File: config.mk
export PLATFORM = sky130hd
export DESIGN_NAME = mau_fp_multiplier
export DESIGN_NICKNAME = d
export VERILOG_FILES = /design/src/rtl/mau_fp_multiplier.sv
export SDC_FILE = /design/constraint.sdc
export NUM_CORES = 1
export LEC_CHECK = 0
export ABC_AREA = 1
export CORE_AREA = 5 5 209 211
export DETAILED_ROUTE_END_ITERATION = 7
export DIE_AREA = 0 0 214 216
export PLACE_DENSITY = 0.61
export SETUP_SLACK_MARGIN = 0.4
export SLEW_MARGIN = 40
export SYNTH_ARGS = -nofsm -noshare
export SYNTH_HDL_FRONTEND = slang
export SYNTH_SLANG_ARGS = --single-unit
File: constraint.sdc
create_clock -name i_clk -period 14.9 [get_ports i_clk]
set_input_delay 2.235 -clock i_clk [delete_from_list [all_inputs] [get_ports i_clk]]
set_output_delay 2.235 -clock i_clk [all_outputs]
set_load 0.1 [all_outputs]
File: src/rtl/mau_fp_multiplier.sv
// Three-stage (IDLE/MULT/NORM) sign-magnitude FP multiplier for the MAU MAC chain.
// Optional round-half-up when MAU_MUL_ROUND_EN is defined; truncation otherwise.
module mau_fp_multiplier #(
   parameter int unsigned MANT_W   = 18,
   parameter int unsigned EXP_W    = 5,
   parameter int unsigned EXP_BIAS = 15
) (
   input  logic              i_clk,
   input  logic              i_reset,
   input  logic              i_start,
   input  logic [MANT_W-1:0] i_a_mantissa,
   input  logic [EXP_W-1:0]  i_a_exponent,
   input  logic              i_a_sign,
   input  logic [MANT_W-1:0] i_b_mantissa,
   input  logic [EXP_W-1:0]  i_b_exponent,
   input  logic              i_b_sign,
   output logic [MANT_W-1:0] o_c_mantissa,
   output logic [EXP_W-1:0]  o_c_exponent,
   output logic              o_c_sign,
   output logic              o_busy,
   output logic              o_done,
   output logic              o_overflow,
   output logic              o_underflow
);

   localparam int unsigned PW = 2 * MANT_W;
   // Signed working exponent: headroom for bias subtraction plus two increments.
   localparam int unsigned EW = EXP_W + 3;
   localparam logic signed [EW-1:0] ExpMax = EW'((2 ** EXP_W) - 1);

   typedef enum logic [1:0] {StIdle, StMult, StNorm} state_e;

   state_e                  r_state;
   state_e                  w_state_d;

   logic [MANT_W-1:0]       r_a_m, r_b_m;
   logic [EXP_W-1:0]        r_a_e, r_b_e;
   logic                    r_a_s, r_b_s;
   logic [PW-1:0]           r_prod;
   logic signed [EW-1:0]    r_exp;
   logic                    r_sign;

   logic [MANT_W-1:0]       r_c_m;
   logic [EXP_W-1:0]        r_c_e;
   logic                    r_c_s;
   logic                    r_done;
   logic                    r_ovf;
   logic                    r_unf;

   logic [MANT_W-1:0]       w_m_trunc;
   logic signed [EW-1:0]    w_e_norm;
   logic [MANT_W-1:0]       w_m_fin;
   logic signed [EW-1:0]    w_e_fin;
`ifdef MAU_MUL_ROUND_EN
   logic                    w_round_bit;
   logic [MANT_W:0]         w_m_sum;
`endif

   always_comb begin
      w_state_d = r_state;
      unique case (r_state)
         StIdle:  if (i_start) w_state_d = StMult;
         StMult:  w_state_d = StNorm;
         StNorm:  w_state_d = StIdle;
         default: w_state_d = StIdle;
      endcase
   end

   // Normalise by at most one position; unnormalised inputs pass through unshifted.
   always_comb begin
      w_m_trunc = r_prod[PW-2 -: MANT_W];
      w_e_norm  = r_exp;
      if (r_prod[PW-1]) begin
         w_m_trunc = r_prod[PW-1 -: MANT_W];
         w_e_norm  = r_exp + {{(EW-1){1'b0}}, 1'b1};
      end
`ifdef MAU_MUL_ROUND_EN
      w_round_bit = r_prod[PW-1] ? r_prod[PW-MANT_W-1] : r_prod[PW-MANT_W-2];
      w_m_sum     = {1'b0, w_m_trunc} + {{MANT_W{1'b0}}, w_round_bit};
      w_m_fin     = w_m_sum[MANT_W-1:0];
      w_e_fin     = w_e_norm;
      if (w_m_sum[MANT_W]) begin
         w_m_fin = {1'b1, {(MANT_W-1){1'b0}}};
         w_e_fin = w_e_norm + {{(EW-1){1'b0}}, 1'b1};
      end
`else
      w_m_fin = w_m_trunc;
      w_e_fin = w_e_norm;
`endif
   end

   always_ff @(posedge i_clk) begin
      if (i_reset) begin
         r_state <= StIdle;
         r_a_m   <= '0;
         r_b_m   <= '0;
         r_a_e   <= '0;
         r_b_e   <= '0;
         r_a_s   <= 1'b0;
         r_b_s   <= 1'b0;
         r_prod  <= '0;
         r_exp   <= '0;
         r_sign  <= 1'b0;
         r_c_m   <= '0;
         r_c_e   <= '0;
         r_c_s   <= 1'b0;
         r_done  <= 1'b0;
         r_ovf   <= 1'b0;
         r_unf   <= 1'b0;
      end else begin
         r_state <= w_state_d;
         r_done  <= 1'b0;
         unique case (r_state)
            StIdle: begin
               if (i_start) begin
                  r_a_m <= i_a_mantissa;
                  r_b_m <= i_b_mantissa;
                  r_a_e <= i_a_exponent;
                  r_b_e <= i_b_exponent;
                  r_a_s <= i_a_sign;
                  r_b_s <= i_b_sign;
                  r_ovf <= 1'b0;
                  r_unf <= 1'b0;
               end
            end
            StMult: begin
               r_prod <= r_a_m * r_b_m;
               r_exp  <= $signed({{(EW-EXP_W){1'b0}}, r_a_e} + {{(EW-EXP_W){1'b0}}, r_b_e}
                                 - EW'(EXP_BIAS));
               r_sign <= r_a_s ^ r_b_s;
            end
            StNorm: begin
               r_done <= 1'b1;
               if (r_prod == '0) begin
                  r_c_m <= '0;
                  r_c_e <= '0;
                  r_c_s <= 1'b0;
                  r_ovf <= 1'b0;
                  r_unf <= 1'b0;
               end else if (w_e_fin[EW-1]) begin
                  r_c_m <= '0;
                  r_c_e <= '0;
                  r_c_s <= 1'b0;
                  r_ovf <= 1'b0;
                  r_unf <= 1'b1;
               end else if (w_e_fin > ExpMax) begin
                  r_c_m <= '1;
                  r_c_e <= '1;
                  r_c_s <= r_sign;
                  r_ovf <= 1'b1;
                  r_unf <= 1'b0;
               end else begin
                  r_c_m <= w_m_fin;
                  r_c_e <= w_e_fin[EXP_W-1:0];
                  r_c_s <= r_sign;
                  r_ovf <= 1'b0;
                  r_unf <= 1'b0;
               end
            end
            default: ;
         endcase
      end
   end

   assign o_busy       = (r_state != StIdle);
   assign o_done       = r_done;
   assign o_c_mantissa = r_c_m;
   assign o_c_exponent = r_c_e;
   assign o_c_sign     = r_c_s;
   assign o_overflow   = r_ovf;
   assign o_underflow  = r_unf;

endmodule
==> results.md <==
- Fill cell count: 4324
- Max Fclk: between 150 and 200 MHz
- Clk slew on worst S/H paths: about 0.06 ns
- Setup Buffers After CTS: 0
- Most used cell, CP: fa_1
- DRT Pass-1 Iters: 5
- Worst slew margin: 41.0%
- Root Driver: clkbuf_16
- Count of pins over their slew limit: 0
- Clk sink count: 121
- Register bit total from synthesis: approximately 120
- Min-delay worst type: flop to flop
- Pin slew with the least headroom to its limit: 0.883 ns
- Static Leak: 10.4 nW
- Starting Density: 39.6%
- Min Tclk post-route: 6.29 ns
- # setup viols final: 0
- DRC Markers: 0
- H-Tree Depth: 4
- Largest net degree at the start of global routing: 75
- Antenna diode instance count: 0
- Wirelength, routed: 41700 um
- Unrepaired setup endpoints after global routing: false
- Switching power: 0.641 mW
- Hold_ws: between 0.4 and 0.5 ns
- Cells after Synth: 2327
- Die area: 0.0462 sq mm
- Post-route ant nets: 0
- Status: complete, no violations
- Vias in the first global route: 14600
- Worst setup EP type: flop
- P per Cell Area: 82.2 mW/mm^2
- Clock Latency Late Sink: about 0.44 ns
- Post-CTS Resized: 0
- Switch share: a little over two fifths
- Grt ovf: 0
- Fin nets: 2753
- DR WL/cell: around 14 um
- Internal power: 0.844 mW
- Fin Clk Skew: between 0.03 and 0.04 ns
- IO Port Bufs: approximately 80
- Final hold violations: 0
- Crit path DAT: roughly 6.6 ns
- Gpl congestion: 0.899
- Total GRT Usage: 18.8%
- Post-DP HPWL: 33800 um
- Via count: between 10000 and 15000
- Logic pwr share: 44.2%
- Worst Path Class, Setup: flop to flop
- Fin crit share: a little over two fifths
- CTS tree: yes
- Peak supply drop: 90.3 uV
- Placeable Area: between 0.04 and 0.05 sq mm
- Total CTS buffers: 17
- Antenna violations before repair: 0
- Flop pwr share: about 28%
- CP max stage delay: 0.89 ns
- Area growth, synth to finish: 9.62%
- Critical path peak fanout: 19
- IO Pins: 79
- Die Span Y: approximately 220 um
- Post-Syn Nets: 2755
- Sequential element share of the synthesized area: 14.7%
- Clock power frac: approximately 28%
- Vias/cell: 4.75
- Critical path's slowest cell: dfxtp_1
- Layout cell share with drive strength beyond 1: under 10%
- Syn Area/Cell: 7.08 sq um
- Distinct cells, synth: 29
- Most common cell after layout, fill and taps aside: nand2_1
- Setup TNS: 0 ns
- Clk buf depth: 2
- Max Cap Viol: 0
- CP startpoint kind: flop
- First-pass GRT wire length: 72200 um
- Cell Area, Synth: roughly 0.016 sq mm
- Critical-path cell list: nand2_1 -> fa_1 -> fa_1 -> fa_1 -> inv_1 -> fa_1 -> fa_1 -> inv_1 -> fa_1 -> inv_1 -> ha_1 -> nand2_1 -> inv_1 -> nand2_1 -> nor3_1 -> o21ai_0 -> nand4_1 -> nand3_1 -> nand2_1 -> inv_1
- Iter 0 DRT Violations: 688
- Worst reg-to-reg setup slack: 8.61 ns
- Syn. warnings: 0
- Hold_buf cts: 0
- Worst EP required: between 15 and 20 ns
- Chip width: roughly 210 um
- Most frequent cells in the layout: nand2_1 (656), inv_1 (605), fa_1 (257), nor2_1 (167), ha_1 (120)
- Cell row count: 75
## metrics by stage
| step | area (sq um) | cells | total power [mW] | worst slack [ns] | utilization (%) |
|---|---|---|---|---|---|
| 3_5_place_dp | 17400 | 2845 | 1.08 | 8.58 | 42.0 |
| 5_1_grt | 18100 | 2877 | 1.62 | 8.36 | 43.4 |
| 3_3_place_gp | 17600 | 2845 | 1.08 | 8.54 | 42.3 |
| 4_1_cts | 18000 | 2877 | 1.51 | 8.53 | 43.4 |
| 6_report | 18100 | 2877 | 1.49 | 8.61 | 43.4 |
| 2_1_floorplan | 16500 | 2327 | 0.876 | 9.47 | - |
## synth_stat cells (all sizes together)
| library cell | instances | area [sq um] |
|---|---|---|
| nor3 | 6 | 30.0 |
| o21ai | 96 | 484 |
| dfxtp | 121 | 2420 |
| nand4 | 12 | 75.1 |
| a31oi | 1 | 6.26 |
| mux2i | 7 | 70.1 |
| clkinv | 3 | 11.3 |
| a21o | 1 | 7.51 |
| nor2 | 169 | 644 |
| clkbuf | 90 | 338 |
| buf | 22 | 108 |
| fa | 257 | 5140 |
| ha | 120 | 1500 |
| nand2 | 657 | 2470 |
| a21oi | 78 | 390 |
| inv | 607 | 2280 |
| and2 | 5 | 31.3 |
| nand3 | 52 | 265 |
| xor2 | 13 | 114 |
| o21bai | 1 | 7.51 |
| xnor2 | 9 | 78.8 |
## state kept, by name (all words and copies together), names as in the netlist
| register | flops |
|---|---|
| r_sign | 1 |
| r_a_m | 18 |
| o_c_exponent | 5 |
| r_b_e | 5 |
| r_b_m | 18 |
| o_underflow | 1 |
| o_c_mantissa | 18 |
| r_a_e | 5 |
| r_exp | 7 |
| r_prod | 36 |
| o_done | 1 |
| r_b_s | 1 |
| o_c_sign | 1 |
| r_state | 2 |
| r_a_s | 1 |
| o_overflow | 1 |
## worst max-delay path, delay by kind of cell (launching register included)
family          cells  cell delay, ns
buf+inv             5            0.28
simple gates        7            1.25
flops               1            0.89
fa+ha+maj           7            3.39
compound gates      1            0.33
## per-layer routing
layer / wire [um] / up-vias / GRT usage [%]
li1: - / 6696 / -
met1: 19000 / 6653 / 24.6
met2: 20700 / 260 / 33.5
met3: 1410 / 45 / 2.21
met4: 615 / 0 / 4.51
met5: 0 / - / 0
## power groups by stage
stage               sequential, mW  combinational [mW]  clock [mW]
floorplan                    0.376               0.500           0
global placement             0.414               0.667           0
detailed placement           0.415               0.669           0
CTS                          0.408               0.675       0.431
global route                 0.415               0.766       0.443
finish                       0.410               0.656       0.419
## cell families (layout without fill, tap and decap cells)
| group | count (synthesis) | after routing | synth area share, % |
|---|---|---|---|
| buffers and inverters | 722 | 733 | 16.6 |
| adder cells (fa/ha/maj) | 377 | 377 | 40.3 |
| flip-flops | 121 | 121 | 14.7 |
| XOR/XNOR | 22 | 22 | 1.17 |
| AO/OA/AOI/OAI | 177 | 177 | 5.44 |
| multiplexers | 7 | 7 | 0.425 |
| AND/OR/NAND/NOR | 901 | 901 | 21.3 |
## final cells by class
cell class	count	area [sq um]	share of cell area (%)
multi-input cells	1484	11300	62.7
flip-flops and latches	121	2450	13.6
inverters	610	2290	12.7
repair buffers	91	738	4.09
well taps	539	674	3.73
clock buffers	19	443	2.45
clock inverters	13	141	0.783
## path summary, 6_finish.rpt
path         cells past startpoint     start          to
max reg2reg                     20  r_b_m[4]  r_prod[22]
min reg2reg                      2  r_b_e[0]    r_b_e[0]
min                              2  r_b_e[0]    r_b_e[0]
max                             20  r_b_m[4]  r_prod[22]
Power figures use the tool's default switching activity.
